--- src/rtl/dmi_pkg.sv ---
// dmi_pkg: shared DMI op/resp codes, register map and debug-module field positions
package dmi_pkg;
  typedef enum logic [1:0] {OP_NOP = 2'd0, OP_READ = 2'd1, OP_WRITE = 2'd2, OP_RSVD = 2'd3} dmi_op_e;
  typedef enum logic [1:0] {S_IDLE, S_WAIT, S_RESP} dmi_state_e;
  localparam logic [1:0] RESP_OK = 2'd0;
  localparam logic [1:0] RESP_FAIL = 2'd2;
  localparam logic [6:0] A_DATA0 = 7'h04;
  localparam logic [6:0] A_DATA1 = 7'h05;
  localparam logic [6:0] A_DMCONTROL = 7'h10;
  localparam logic [6:0] A_DMSTATUS = 7'h11;
  localparam logic [6:0] A_ABSTRACTCS = 7'h16;
  localparam logic [6:0] A_COMMAND = 7'h17;
  localparam logic [6:0] A_PROGBUF0 = 7'h20;
  localparam logic [6:0] A_PROGBUF1 = 7'h21;
  localparam int DMC_HALTREQ = 31;
  localparam int DMC_RESUMEREQ = 30;
  localparam int DMC_NDMRESET = 1;
  localparam int DMC_DMACTIVE = 0;
  localparam int DMS_ALLRESUMEACK = 17;
  localparam int DMS_ALLRUNNING = 11;
  localparam int DMS_ALLHALTED = 9;
  localparam int DMS_AUTHENTICATED = 7;
  localparam logic [3:0] DMS_VERSION = 4'd2;
  localparam int ACS_BUSY = 12;
  localparam logic [4:0] ACS_PROGBUFSIZE = 5'd2;
  localparam logic [3:0] ACS_DATACOUNT = 4'd2;
  localparam logic [2:0] CMDERR_BUSY = 3'd1;
  localparam logic [2:0] CMDERR_HALTRESUME = 3'd4;
endpackage

--- src/rtl/dmi_target_regs.sv ---
// dmi_target_regs: debug-module register file, halt/resume and abstract-command busy tracking
module dmi_target_regs
  import dmi_pkg::*;
#(
  parameter int CMD_CYCLES = 4
) (
  input  logic        clk,
  input  logic        reset,
  input  logic        wr_en,
  input  logic        rd_en,
  input  logic [6:0]  addr,
  input  logic [31:0] wdata,
  output logic [31:0] rdata,
  output logic        halted,
  output logic        ndmreset
);
  logic [31:0] data0, data1, progbuf0, progbuf1, mux;
  logic        dmactive, resumeack, busy, guarded, go, blocked;
  logic [2:0]  cmderr;
  logic [7:0]  busy_cnt;
  assign busy = |busy_cnt;
  assign guarded = addr == A_DATA0 || addr == A_DATA1 || addr == A_PROGBUF0 || addr == A_PROGBUF1 ||
                   addr == A_ABSTRACTCS || addr == A_COMMAND;
  assign go = wr_en && dmactive && !busy;
  assign blocked = wr_en && dmactive && busy && guarded;
  always_ff @(posedge clk) begin
    if (reset) begin
      {data0, data1, progbuf0, progbuf1} <= '0;
      {dmactive, ndmreset, halted, resumeack} <= '0;
      cmderr <= '0;
      busy_cnt <= '0;
    end else begin
      if (busy) busy_cnt <= busy_cnt - 8'd1;
      if (blocked && cmderr == 3'd0) cmderr <= CMDERR_BUSY;
      if (go)
        case (addr)
          A_DATA0: data0 <= wdata;
          A_DATA1: data1 <= wdata;
          A_PROGBUF0: progbuf0 <= wdata;
          A_PROGBUF1: progbuf1 <= wdata;
          A_ABSTRACTCS: cmderr <= cmderr & ~wdata[10:8];
          A_COMMAND:
            if (cmderr == 3'd0) begin
              if (halted) busy_cnt <= 8'(CMD_CYCLES);
              else cmderr <= CMDERR_HALTRESUME;
            end
          default: ;
        endcase
      // dmcontrol is always writable; the written dmactive bit gates halt/resume
      if (wr_en && addr == A_DMCONTROL) begin
        dmactive <= wdata[DMC_DMACTIVE];
        ndmreset <= wdata[DMC_NDMRESET];
        if (!wdata[DMC_DMACTIVE]) begin
          {data0, data1, progbuf0, progbuf1} <= '0;
          cmderr <= '0;
          halted <= 1'b0;
          resumeack <= 1'b0;
        end else if (wdata[DMC_HALTREQ]) begin
          halted <= 1'b1;
          resumeack <= 1'b0;
        end else if (wdata[DMC_RESUMEREQ] && halted) begin
          halted <= 1'b0;
          resumeack <= 1'b1;
        end
      end
    end
  end
  always_comb begin
    mux = '0;
    case (addr)
      A_DATA0: mux = data0;
      A_DATA1: mux = data1;
      A_PROGBUF0: mux = progbuf0;
      A_PROGBUF1: mux = progbuf1;
      A_DMCONTROL: begin
        mux[DMC_NDMRESET] = ndmreset;
        mux[DMC_DMACTIVE] = dmactive;
      end
      A_DMSTATUS: begin
        mux[DMS_ALLRESUMEACK] = resumeack;
        mux[DMS_ALLRUNNING] = !halted;
        mux[DMS_ALLHALTED] = halted;
        mux[DMS_AUTHENTICATED] = 1'b1;
        mux[3:0] = DMS_VERSION;
      end
      A_ABSTRACTCS: begin
        mux[28:24] = ACS_PROGBUFSIZE;
        mux[ACS_BUSY] = busy;
        mux[10:8] = cmderr;
        mux[3:0] = ACS_DATACOUNT;
      end
      default: ;
    endcase
    rdata = rd_en ? mux : '0;
  end
endmodule

--- src/rtl/dmi_target.sv ---
// dmi_target: DMI responder with programmable response latency in front of dmi_target_regs
module dmi_target
  import dmi_pkg::*;
#(
  parameter int LATENCY = 2,
  parameter int CMD_CYCLES = 4
) (
  input  logic        clk,
  input  logic        reset,
  input  logic        debug_req_valid,
  output logic        debug_req_ready,
  input  logic [6:0]  debug_req_bits_addr,
  input  logic [1:0]  debug_req_bits_op,
  input  logic [31:0] debug_req_bits_data,
  output logic        debug_resp_valid,
  input  logic        debug_resp_ready,
  output logic [1:0]  debug_resp_bits_resp,
  output logic [31:0] debug_resp_bits_data,
  output logic        halted,
  output logic        ndmreset
);
  localparam logic [3:0] LAT_INIT = LATENCY > 1 ? 4'(LATENCY - 2) : 4'd0;
  dmi_state_e  state, state_d;
  logic [3:0]  lat_cnt;
  logic [31:0] rdata;
  logic        accept;
  assign debug_req_ready = state == S_IDLE;
  assign debug_resp_valid = state == S_RESP;
  assign accept = debug_req_valid && debug_req_ready;
  dmi_target_regs #(.CMD_CYCLES(CMD_CYCLES)) u_regs (
    .clk     (clk),
    .reset   (reset),
    .wr_en   (accept && debug_req_bits_op == OP_WRITE),
    .rd_en   (accept && debug_req_bits_op == OP_READ),
    .addr    (debug_req_bits_addr),
    .wdata   (debug_req_bits_data),
    .rdata   (rdata),
    .halted  (halted),
    .ndmreset(ndmreset)
  );
  always_comb
    state_d = state == S_IDLE ? (accept ? (LATENCY == 1 ? S_RESP : S_WAIT) : S_IDLE) :
              state == S_WAIT ? (lat_cnt == 4'd0 ? S_RESP : S_WAIT) :
              (debug_resp_ready ? S_IDLE : S_RESP);
  always_ff @(posedge clk) begin
    if (reset) begin
      state <= S_IDLE;
      lat_cnt <= '0;
      debug_resp_bits_resp <= RESP_OK;
      debug_resp_bits_data <= '0;
    end else begin
      state <= state_d;
      if (accept) begin
        lat_cnt <= LAT_INIT;
        debug_resp_bits_resp <= debug_req_bits_op == OP_RSVD ? RESP_FAIL : RESP_OK;
        debug_resp_bits_data <= rdata;
      end else if (state == S_WAIT) begin
        lat_cnt <= lat_cnt - 4'd1;
      end
    end
  end
endmodule

--- config.mk ---
export PLATFORM = sky130hd
export DESIGN_NAME = dmi_target
export DESIGN_NICKNAME = d
export VERILOG_FILES = /design/src/rtl/dmi_pkg.sv /design/src/rtl/dmi_target_regs.sv /design/src/rtl/dmi_target.sv
export SDC_FILE = /design/constraint.sdc
export NUM_CORES = 1
export LEC_CHECK = 0
export ABC_AREA = 0
export CAP_MARGIN = 0
export CORE_MARGIN = 2
export CORE_UTILIZATION = 44
export DETAILED_ROUTE_END_ITERATION = 12
export PLACE_DENSITY = 0.74
export REMOVE_ABC_BUFFERS = 1
export SLEW_MARGIN = 20
export SYNTH_ARGS = -nofsm -noshare
export SYNTH_HDL_FRONTEND = slang
export SYNTH_SLANG_ARGS = --single-unit
--- constraint.sdc ---
create_clock -name clk -period 2.6 [get_ports clk]
set_input_delay 0.52 -clock clk [delete_from_list [all_inputs] [get_ports clk]]
set_output_delay 0.52 -clock clk [all_outputs]
set_load 0.03 [all_outputs]
==> results of run 1 <==
==> layout by cell type, fill, tap and decap left out, types with 3 or more instances in the layout <==
| master | n |
|---|---|
| dfxtp_1 | 182 |
| o21ai_0 | 136 |
| a21oi_1 | 131 |
| nand3_1 | 130 |
| clkdlybuf4s50_1 | 80 |
| buf_4 | 41 |
| and3_1 | 39 |
| nand2_1 | 38 |
| o211ai_1 | 35 |
| a22oi_1 | 20 |
| nor2_1 | 20 |
| a221oi_1 | 19 |
| buf_12 | 18 |
| clkbuf_16 | 17 |
| o31ai_1 | 16 |
| inv_1 | 11 |
| nor3_1 | 9 |
| a21oi_2 | 8 |
| nor2b_1 | 8 |
| mux2_2 | 8 |
| xnor2_1 | 5 |
| inv_6 | 5 |
| clkinvlp_4 | 5 |
| nor4_4 | 4 |
| a211oi_1 | 4 |
| nand4_1 | 4 |
| and2_1 | 3 |
| nand4b_1 | 3 |
==> state kept, by name, summed over array words and instances, names as in the netlist <==
signal                count
debug_resp_bits_data     32
debug_resp_bits_resp      1
lat_cnt                   4
state                     2
u_regs.busy_cnt           8
u_regs.cmderr             3
u_regs.data0             32
u_regs.data1             32
u_regs.dmactive           1
u_regs.halted             1
u_regs.ndmreset           1
u_regs.progbuf0          32
u_regs.progbuf1          32
u_regs.resumeack          1
==> worst max-delay path, cell delays in order, from the launching register on <==
cell	delay (ns)
dfxtp_1	0.50
nor2b_1	0.18
clkdlybuf4s50_1	0.67
==> worst max-delay path by stage <==
stage	slack (ns)	to	depth (start not counted)	start
2_1_floorplan	-1.84	u_regs.cmderr[1]	4	debug_req_bits_op[1]
3_3_place_gp	-0.02	debug_resp_bits_data[7]	6	debug_req_bits_addr[1]
3_5_place_dp	-0.03	debug_resp_bits_data[7]	6	debug_req_bits_addr[1]
4_1_cts	0.28	debug_resp_valid	2	state[1]
5_1_grt	0.22	debug_resp_valid	2	state[1]
6_report	0.30	debug_resp_valid	2	state[1]
==> per-layer routing <==
metal / GRT usage (%) / vias up / part of all wire [%] / wire length, um
met5: 0 / - / 0 / 0
met4: 6.74 / 0 / 1.3 / 310
met3: 3.98 / 28 / 6.9 / 1680
met2: 38.1 / 331 / 47 / 11300
met1: 34.6 / 3846 / 45 / 11000
li1: - / 3768 / - / -
==> power by group through the flow <==
stage / Sequential (uW) / Combinational, uW / Clock, uW
2_1_floorplan: 2980 / 796 / 0
3_3_place_gp: 2990 / 1420 / 0
3_5_place_dp: 3000 / 1440 / 0
4_1_cts: 2930 / 1450 / 2560
5_1_grt: 2940 / 1570 / 2680
6_report: 2930 / 1460 / 2540
==> cell type report <==
| class | count | share of cell area (%) |
|---|---|---|
| flip-flops and latches | 182 | 36.0 |
| well taps | 234 | 2.89 |
| multi-input cells | 691 | 40.5 |
| clock inverters | 14 | 1.41 |
| clock buffers | 17 | 4.20 |
| inverters | 11 | 0.408 |
| repair buffers | 140 | 14.6 |
==> logic make-up (layout without fill, tap and decap cells) <==
| group | after synthesis | in the layout | synth area share [%] |
|---|---|---|---|
| mux | 10 | 10 | 1.32 |
| fa+ha+maj | 2 | 2 | 0.301 |
| xor+xnor | 6 | 6 | 0.632 |
| other cells | 1 | 1 | 0.0451 |
| compound gates | 388 | 388 | 27.7 |
| simple gates | 284 | 284 | 19.0 |
| buf+inv | 117 | 182 | 7.19 |
| flops | 182 | 182 | 43.8 |
==> stage by stage <==
| step | cell area, um2 | setup TNS (ns) |
|---|---|---|
| after floorplan | 7760 | -235.33 |
| after global placement | 9550 | -0.0151 |
| after CTS | 10100 | 0 |
| after global routing | 10100 | 0 |
| final | 10100 | 0 |
| after detailed placement | 9550 | -0.0273 |
==> results.json, run 1 <==
{
  "swShare_pct": 33.1,
  "power_frac_seq_pct": 42.3,
  "drv_cap": 0,
  "p_sw_uw": 2290,
  "track_usage_pct": 24.3,
  "timing.final.hold_violations": 0,
  "antenna_cells": 0,
  "final_cells": 1289,
  "synth_most_common_cell": "dfxtp_1",
  "dp.cells": 1258,
  "post_cts_buffers": 0,
  "yosys_warnings": 0,
  "yosysTopAreaCell": "dfxtp_1",
  "coreArea_um2": 18600,
  "cts_tree": "done",
  "port_buffers": 81,
  "grt_pass1_wl_um": 38900,
  "rsz0062_at_grt": "false",
  "holdCritPathClass": "reg2reg",
  "power_uw": 6930,
  "hold_depth": 2,
  "peakVddDrop_uv": 435,
  "clock_sinks": 182,
  "netlist_area_um2": 8320,
  "min_to": "debug_resp_bits_data[7]",
  "max_freq_mhz": 435,
  "maxSlewHeadroom_pct": 26.7,
  "dieArea_um2": 20000,
  "clkTransAtPathRegs_ns": 0.07,
  "htree_num_levels": 4,
  "nets": 1090,
  "r2r_slack_ns": 0.49,
  "cts_resized": 0,
  "period_share_pct": 88.4,
  "slew_viol_final": 0,
  "overflow": 0,
  "reg2reg_from": "u_regs.busy_cnt[0]",
  "dp_hpwl_um": 15000,
  "drc": 0,
  "worst_pin_slew_ns": 1.10,
  "num_io_pins": 83,
  "cp_max_fo": 10,
  "start_kind": "flip-flop",
  "synth_common_cells": "dfxtp_1, o21ai_0, nand3_1, a21oi_1, clkbuf_1",
  "avgSynthCellArea_um2": 8.40,
  "finalSetupViolCount": 0,
  "start_util_pct": 44.6,
  "internal_power_uw": 4640,
  "status": "complete, no violations",
  "reg2regPathDepth": 7,
  "ys_seq_area_share_pct": 43.8,
  "first_global_vias": 7317,
  "grt_max_degree": 67,
  "drt_iter0_drc": 1003,
  "fp.dieW_um": 141,
  "regArea_um2": 3640,
  "postSynthRegisterBits": 182,
  "ctsHoldBuffers": 0,
  "drt-pass1-iter-count": 5,
  "layout_setup_ws_ns": 0.302,
  "place_congestion": 0.861,
  "arrival_ns": 1.78,
  "pre_cts_slack_ns": -0.0273,
  "multi_input_area_um2": 4100,
  "min_period_ns": 2.30,
  "critPathRequiredTime_ns": 2.08,
  "cts_made_buffers": 17,
  "rows": 50,
  "cts_max_path_buffers": 2,
  "p_clk_share_pct": 36.6,
  "synth_edf_count": 0,
  "via_per_inst": 6.19,
  "vias": 7973,
  "fill_cells": 1702,
  "fin_util_pct": 54.3,
  "layout-drive-gt1-share_pct": 12.1,
  "power.density_nw_per_um2": 685,
  "crit_type": "reg2out",
  "endpoint_kind": "output pin",
  "syn_to_final_growth_pct": 21.6,
  "synthArstFlopShare_pct": 0,
  "synth_cell_type_count": 59,
  "holdWs_ns": 0.457,
  "routedWlPerCell_um": 18.8,
  "syn_inst": 990,
  "leakagePower_uw": 0.00335,
  "drt_wl_total_um": 24300,
  "synth_top_area_share_pct": 43.8,
  "antenna_found_initial": 0,
  "clk_latency_ns": 0.44,
  "dieHeight_um": 141,
  "drtAntennaViolNets": 0,
  "worstReg2RegEnd": "u_regs.progbuf1[30]",
  "min_from": "debug_resp_bits_data[7]",
  "cts-root-buf": "clkbuf_16",
  "synth-main-ff-cell": "dfxtp_1",
  "synth.area.top_cells": "dfxtp_1, o21ai_0, nand3_1, a21oi_1, o211ai_1",
  "finalClockSkew_ns": 0.0102,
  "comb_power_share_pct": 21.0
}
Note: power is estimated with default switching activity, not from simulation.
==> inputs of run 2 (changes only) <==
--- a/config.mk
+++ b/config.mk
@@ -7,9 +7,11 @@
 export LEC_CHECK = 0
 export ABC_AREA = 0
 export CAP_MARGIN = 0
+export CORE_ASPECT_RATIO = 2
 export CORE_MARGIN = 2
 export CORE_UTILIZATION = 44
 export DETAILED_ROUTE_END_ITERATION = 12
+export GPL_TIMING_DRIVEN = 1
 export PLACE_DENSITY = 0.74
 export REMOVE_ABC_BUFFERS = 1
 export SLEW_MARGIN = 20
==> results.json, run 2 (synthesis gave the netlist of run 1 again) <==
{
  "reg2regPathDepth": 7,
  "ctsHoldBuffers": 0,
  "status": "complete, no violations",
  "slew_viol_final": 0,
  "start_kind": "flip-flop",
  "holdCritPathClass": "reg2reg",
  "layout-drive-gt1-share_pct": 12.3,
  "final_cells": 1276,
  "drt_wl_total_um": 24700,
  "regArea_um2": 3640,
  "nets": 1091,
  "path_buf_inv": 1,
  "maxSlewHeadroom_pct": 47.4,
  "min_from": "debug_resp_bits_resp[1]",
  "power_uw": 7270,
  "min_to": "debug_resp_bits_resp[1]",
  "antenna_cells": 0,
  "dp_hpwl_um": 15900,
  "vias": 8001,
  "drv_cap": 0,
  "crit_path_top_delay_cell": "clkdlybuf4s50_1",
  "cts_max_path_buffers": 2,
  "cp_slowest_stage_delay_ns": 0.76,
  "arrival_ns": 1.79,
  "hold_depth": 2,
  "rows": 71,
  "port_buffers": 81,
  "cts-root-buf": "clkbuf_16",
  "cp_max_fo": 10,
  "critPathTopFamily": "buffers and inverters",
  "num_io_pins": 83,
  "multi_input_area_um2": 4100,
  "dp.cells": 1244,
  "start_util_pct": 44.6,
  "min_period_ns": 2.31,
  "cts_resized": 0,
  "first_global_vias": 7849,
  "timing.final.hold_violations": 0,
  "final_common_cell": "dfxtp_1",
  "holdWs_ns": 0.455,
  "dieHeight_um": 198,
  "cts_tree": "done",
  "worstReg2RegEnd": "u_regs.progbuf1[20]",
  "finalSetupViolCount": 0,
  "routedWlPerCell_um": 19.3,
  "htree_num_levels": 4,
  "finalClockSkew_ns": 0.00878,
  "drc": 0,
  "grt_max_degree": 65,
  "clock_sinks": 182,
  "via_per_inst": 6.27,
  "drt_iter0_drc": 628,
  "max_freq_mhz": 433,
  "clk_latency_ns": 0.44,
  "fp.dieW_um": 101,
  "reg2reg_from": "u_regs.busy_cnt[0]",
  "overflow": 0,
  "coreArea_um2": 18700,
  "rsz0062_at_grt": "false",
  "pre_cts_slack_ns": -0.0590,
  "endpoint_kind": "output pin",
  "cts_made_buffers": 17,
  "critPathRequiredTime_ns": 2.08,
  "drtAntennaViolNets": 0,
  "peakVddDrop_uv": 426,
  "layout_common_cells": "dfxtp_1, o21ai_0, a21oi_1",
  "leakagePower_uw": 0.00343,
  "post_cts_buffers": 0,
  "worst_pin_slew_ns": 0.788,
  "fill_cells": 1680,
  "antenna_found_initial": 0,
  "track_usage_pct": 24.5,
  "crit_type": "reg2out",
  "power.density_nw_per_um2": 710,
  "layout_setup_ws_ns": 0.288,
  "r2r_slack_ns": 0.38,
  "clkTransAtPathRegs_ns": 0.07,
  "place_congestion": 0.843,
  "syn_to_final_growth_pct": 23.1,
  "crit_chain": "clkdlybuf4s50_1",
  "period_share_pct": 88.9,
  "dieArea_um2": 20100,
  "grt_pass1_wl_um": 38900,
  "drt-pass1-iter-count": 5
}
==> run 2: cell types whose count changed in the layout (fill, tap and decap cells not counted), sizes merged <==
cell      change
buf           +1
inv           -6
clkbuf        +5
clkinvlp      -4
bufinv        +2
clkinv        +4
==> run 2: per-stage QoR <==
| step | instance area [um2] | TNS (ns) | utilization (%) |
|---|---|---|---|
| 2_1_floorplan | 7760 | -235.33 | - |
| 3_3_place_gp | 9600 | 0 | 51.5 |
| 3_5_place_dp | 9600 | -0.860 | 51.5 |
| 4_1_cts | 10200 | 0 | 54.9 |
| 5_1_grt | 10200 | 0 | 54.9 |
| 6_report | 10200 | 0 | 54.9 |
==> run 2: worst register-to-register path: cells and delay by family, from the launching register on <==
kind | cells | cell delay, ns
AOI/OAI and AO/OA | 1 | 0.12
and+or+nand+nor | 3 | 1.15
adders and majority gates | 1 | 0.20
DFF | 1 | 0.33
buffers and inverters | 2 | 0.34
==> run 2: layer usage <==
metal	up-vias	routed length (um)	GRT usage (%)
met5	-	0	0
met4	0	1210	14.4
met3	86	1210	3.79
met2	295	12700	42.9
met1	3853	9540	27.5
li1	3767	-	-
==> run 2: how the worst max path moves through the flow <==
stage	start	end	slack [ns]	cells past startpoint
2_1_floorplan	debug_req_bits_op[1]	u_regs.cmderr[1]	-1.84	4
3_5_place_dp	debug_req_bits_addr[1]	debug_resp_bits_data[8]	-0.06	5
5_1_grt	state[1]	debug_resp_valid	0.22	2
3_3_place_gp	debug_req_bits_addr[1]	debug_resp_bits_data[10]	0.01	5
6_report	u_regs.halted	halted	0.29	1
4_1_cts	state[1]	debug_resp_valid	0.28	2
==> run 2: cell type report <==
| cell class | instances | share of cell area, % |
|---|---|---|
| well taps | 219 | 2.68 |
| multi-input cells | 691 | 40.0 |
| clock buffers | 22 | 4.83 |
| inverters | 11 | 0.403 |
| clock inverters | 10 | 1.39 |
| repair buffers | 141 | 15.1 |
| flip-flops and latches | 182 | 35.6 |
==> run 2: where the power goes <==
| group | leakage, uW | switching (uW) | total, uW | internal, uW |
|---|---|---|---|---|
| Sequential | 0.00147 | 87.2 | 2940 | 2850 |
| Combinational | 0.00165 | 1030 | 1570 | 541 |
| Clock | 0.000313 | 1110 | 2760 | 1650 |
| Total | 0.00343 | 2230 | 7270 | 5040 |
==> inputs of run 3 (changes only) <==
--- a/config.mk
+++ b/config.mk
@@ -14,6 +14,7 @@
 export GPL_TIMING_DRIVEN = 1
 export PLACE_DENSITY = 0.74
 export REMOVE_ABC_BUFFERS = 1
+export SKIP_LAST_GASP = 1
 export SLEW_MARGIN = 20
 export SYNTH_ARGS = -nofsm -noshare
 export SYNTH_HDL_FRONTEND = slang
==> constraint.sdc (replaced) <==
create_clock -name clk -period 2.4 [get_ports clk]
set_input_delay 0.48 -clock clk [delete_from_list [all_inputs] [get_ports clk]]
set_output_delay 0.48 -clock clk [all_outputs]
set_load 0.03 [all_outputs]
==> results.json, run 3 (synthesis gave the netlist of run 1 again) <==
{
  "status": "complete, no violations",
  "layout_common_cells": "dfxtp_1, o21ai_0, a21oi_1",
  "finalSetupViolCount": 0,
  "antenna_found_initial": 0,
  "crit_path_top_delay_cell": "clkdlybuf4s50_1",
  "period_share_pct": 93.8,
  "rsz0062_at_grt": "false",
  "r2r_slack_ns": 0.29,
  "peakVddDrop_uv": 431,
  "port_buffers": 81,
  "cp_max_fo": 10,
  "cts_max_path_buffers": 2,
  "grt-busiest-layer": "met2",
  "max_freq_mhz": 444,
  "first_global_vias": 7833,
  "coreArea_um2": 18700,
  "via_per_inst": 6.26,
  "hold_depth": 2,
  "layout_setup_ws_ns": 0.148,
  "crit_chain": "nor2b_1 -> clkdlybuf4s50_1",
  "rows": 71,
  "critPathTopFamily": "buffers and inverters",
  "grt_max_degree": 67,
  "min_from": "debug_resp_bits_data[24]",
  "holdCritPathClass": "reg2reg",
  "fp.dieW_um": 101,
  "fin_util_pct": 54.8,
  "layout-drive-gt1-share_pct": 12.9,
  "grt_util_met2_pct": 44.0,
  "start_kind": "flip-flop",
  "grt_pass1_wl_um": 39500,
  "cp_slowest_stage_delay_ns": 0.67,
  "maxSlewHeadroom_pct": 48.1,
  "worst_pin_slew_ns": 0.777,
  "cts_tree": "done",
  "htree_num_levels": 4,
  "final_cells": 1285,
  "final_common_cell": "dfxtp_1",
  "clkTransAtPathRegs_ns": 0.07,
  "num_io_pins": 83,
  "routedWlPerCell_um": 19.0,
  "drc": 0,
  "drt_wl_total_um": 24400,
  "dp.cells": 1253,
  "fill_cells": 1714,
  "ctsHoldBuffers": 0,
  "path_buf_inv": 1,
  "drtAntennaViolNets": 0,
  "endpoint_kind": "output pin",
  "dieArea_um2": 20100,
  "cts_resized": 0,
  "leakagePower_uw": 0.00342,
  "min_to": "debug_resp_bits_data[24]",
  "place_congestion": 0.837,
  "syn_to_final_growth_pct": 22.8,
  "arrival_ns": 1.77,
  "critPathRequiredTime_ns": 1.92,
  "reg2reg_from": "u_regs.busy_cnt[0]",
  "dieHeight_um": 198,
  "post_cts_buffers": 0,
  "timing.final.hold_violations": 0,
  "nets": 1100,
  "holdWs_ns": 0.459,
  "dp_hpwl_um": 15500,
  "finalClockSkew_ns": 0.00850,
  "multi_input_area_um2": 4100,
  "vias": 8044,
  "drv_cap": 0,
  "pre_cts_slack_ns": -0.0731,
  "drt-pass1-iter-count": 6,
  "track_usage_pct": 24.6,
  "clock_sinks": 182,
  "crit_type": "reg2out",
  "power_uw": 7550,
  "reg2regPathDepth": 7,
  "worstReg2RegEnd": "u_regs.progbuf0[17]",
  "grt_use_met3_pct": 2.88,
  "clk_latency_ns": 0.43,
  "cts-root-buf": "clkbuf_16",
  "antenna_cells": 0,
  "start_util_pct": 44.6,
  "min_period_ns": 2.25,
  "slew_viol_final": 0,
  "drt_iter0_drc": 511,
  "overflow": 0,
  "power.density_nw_per_um2": 739,
  "grtUsageMet1_pct": 28.5,
  "regArea_um2": 3640,
  "cts_made_buffers": 17
}
run 3: cell count changes in the layout (fill, tap and decap cells not counted):
| cell | delta |
|---|---|
| clkinv_4 | -2 |
| clkbuf_1 | +2 |
| clkinvlp_4 | +4 |
| buf_4 | +12 |
| clkbuf_8 | -3 |
| bufinv_16 | -1 |
| buf_12 | -3 |
run 3: metrics by stage:
step | cell area, um2 | setup TNS (ns)
after floorplan | 7760 | -261.95
after global placement | 9630 | -0.731
after detailed placement | 9630 | -4.05
after CTS | 10200 | 0
after global routing | 10200 | 0
final | 10200 | 0
run 3: power by group:
part	internal (uW)	switching, uW
Clock	1590	1200
Sequential	3090	93.3
Combinational	497	1090
Total	5170	2380
run 3: final cells by class:
type,count,area share (%)
multi-input combinational,691,40.1
inverter,11,0.404
sequential,182,35.7
timing repair buffer,150,15.4
clock inverter,11,1.22
tap,219,2.68
clock buffer,21,4.51
run 3: per-layer routing:
layer	share of wire (%)	routed length, um	vias up
met4	3.2	778	0
met1	39	9550	3884
met5	0	0	-
met3	4.8	1170	70
met2	53	12900	313
li1	-	-	3777
run 3: worst min-delay path, stage by stage, from the launching register on:
cell	delay, ns
dfxtp_1	0.33
nand2_1	0.05
o31ai_1	0.05
run 3: worst max path at each step:
stage	cells after the start	end	startpoint	slack, ns
floorplan	4	u_regs.cmderr[1]	debug_req_bits_op[1]	-2.00
global placement	5	debug_resp_bits_data[24]	debug_req_bits_addr[1]	-0.07
detailed placement	5	debug_resp_bits_data[28]	debug_req_bits_addr[1]	-0.07
CTS	2	debug_resp_valid	state[1]	0.14
global route	2	debug_resp_valid	state[1]	0.07
finish	2	debug_resp_valid	state[1]	0.15
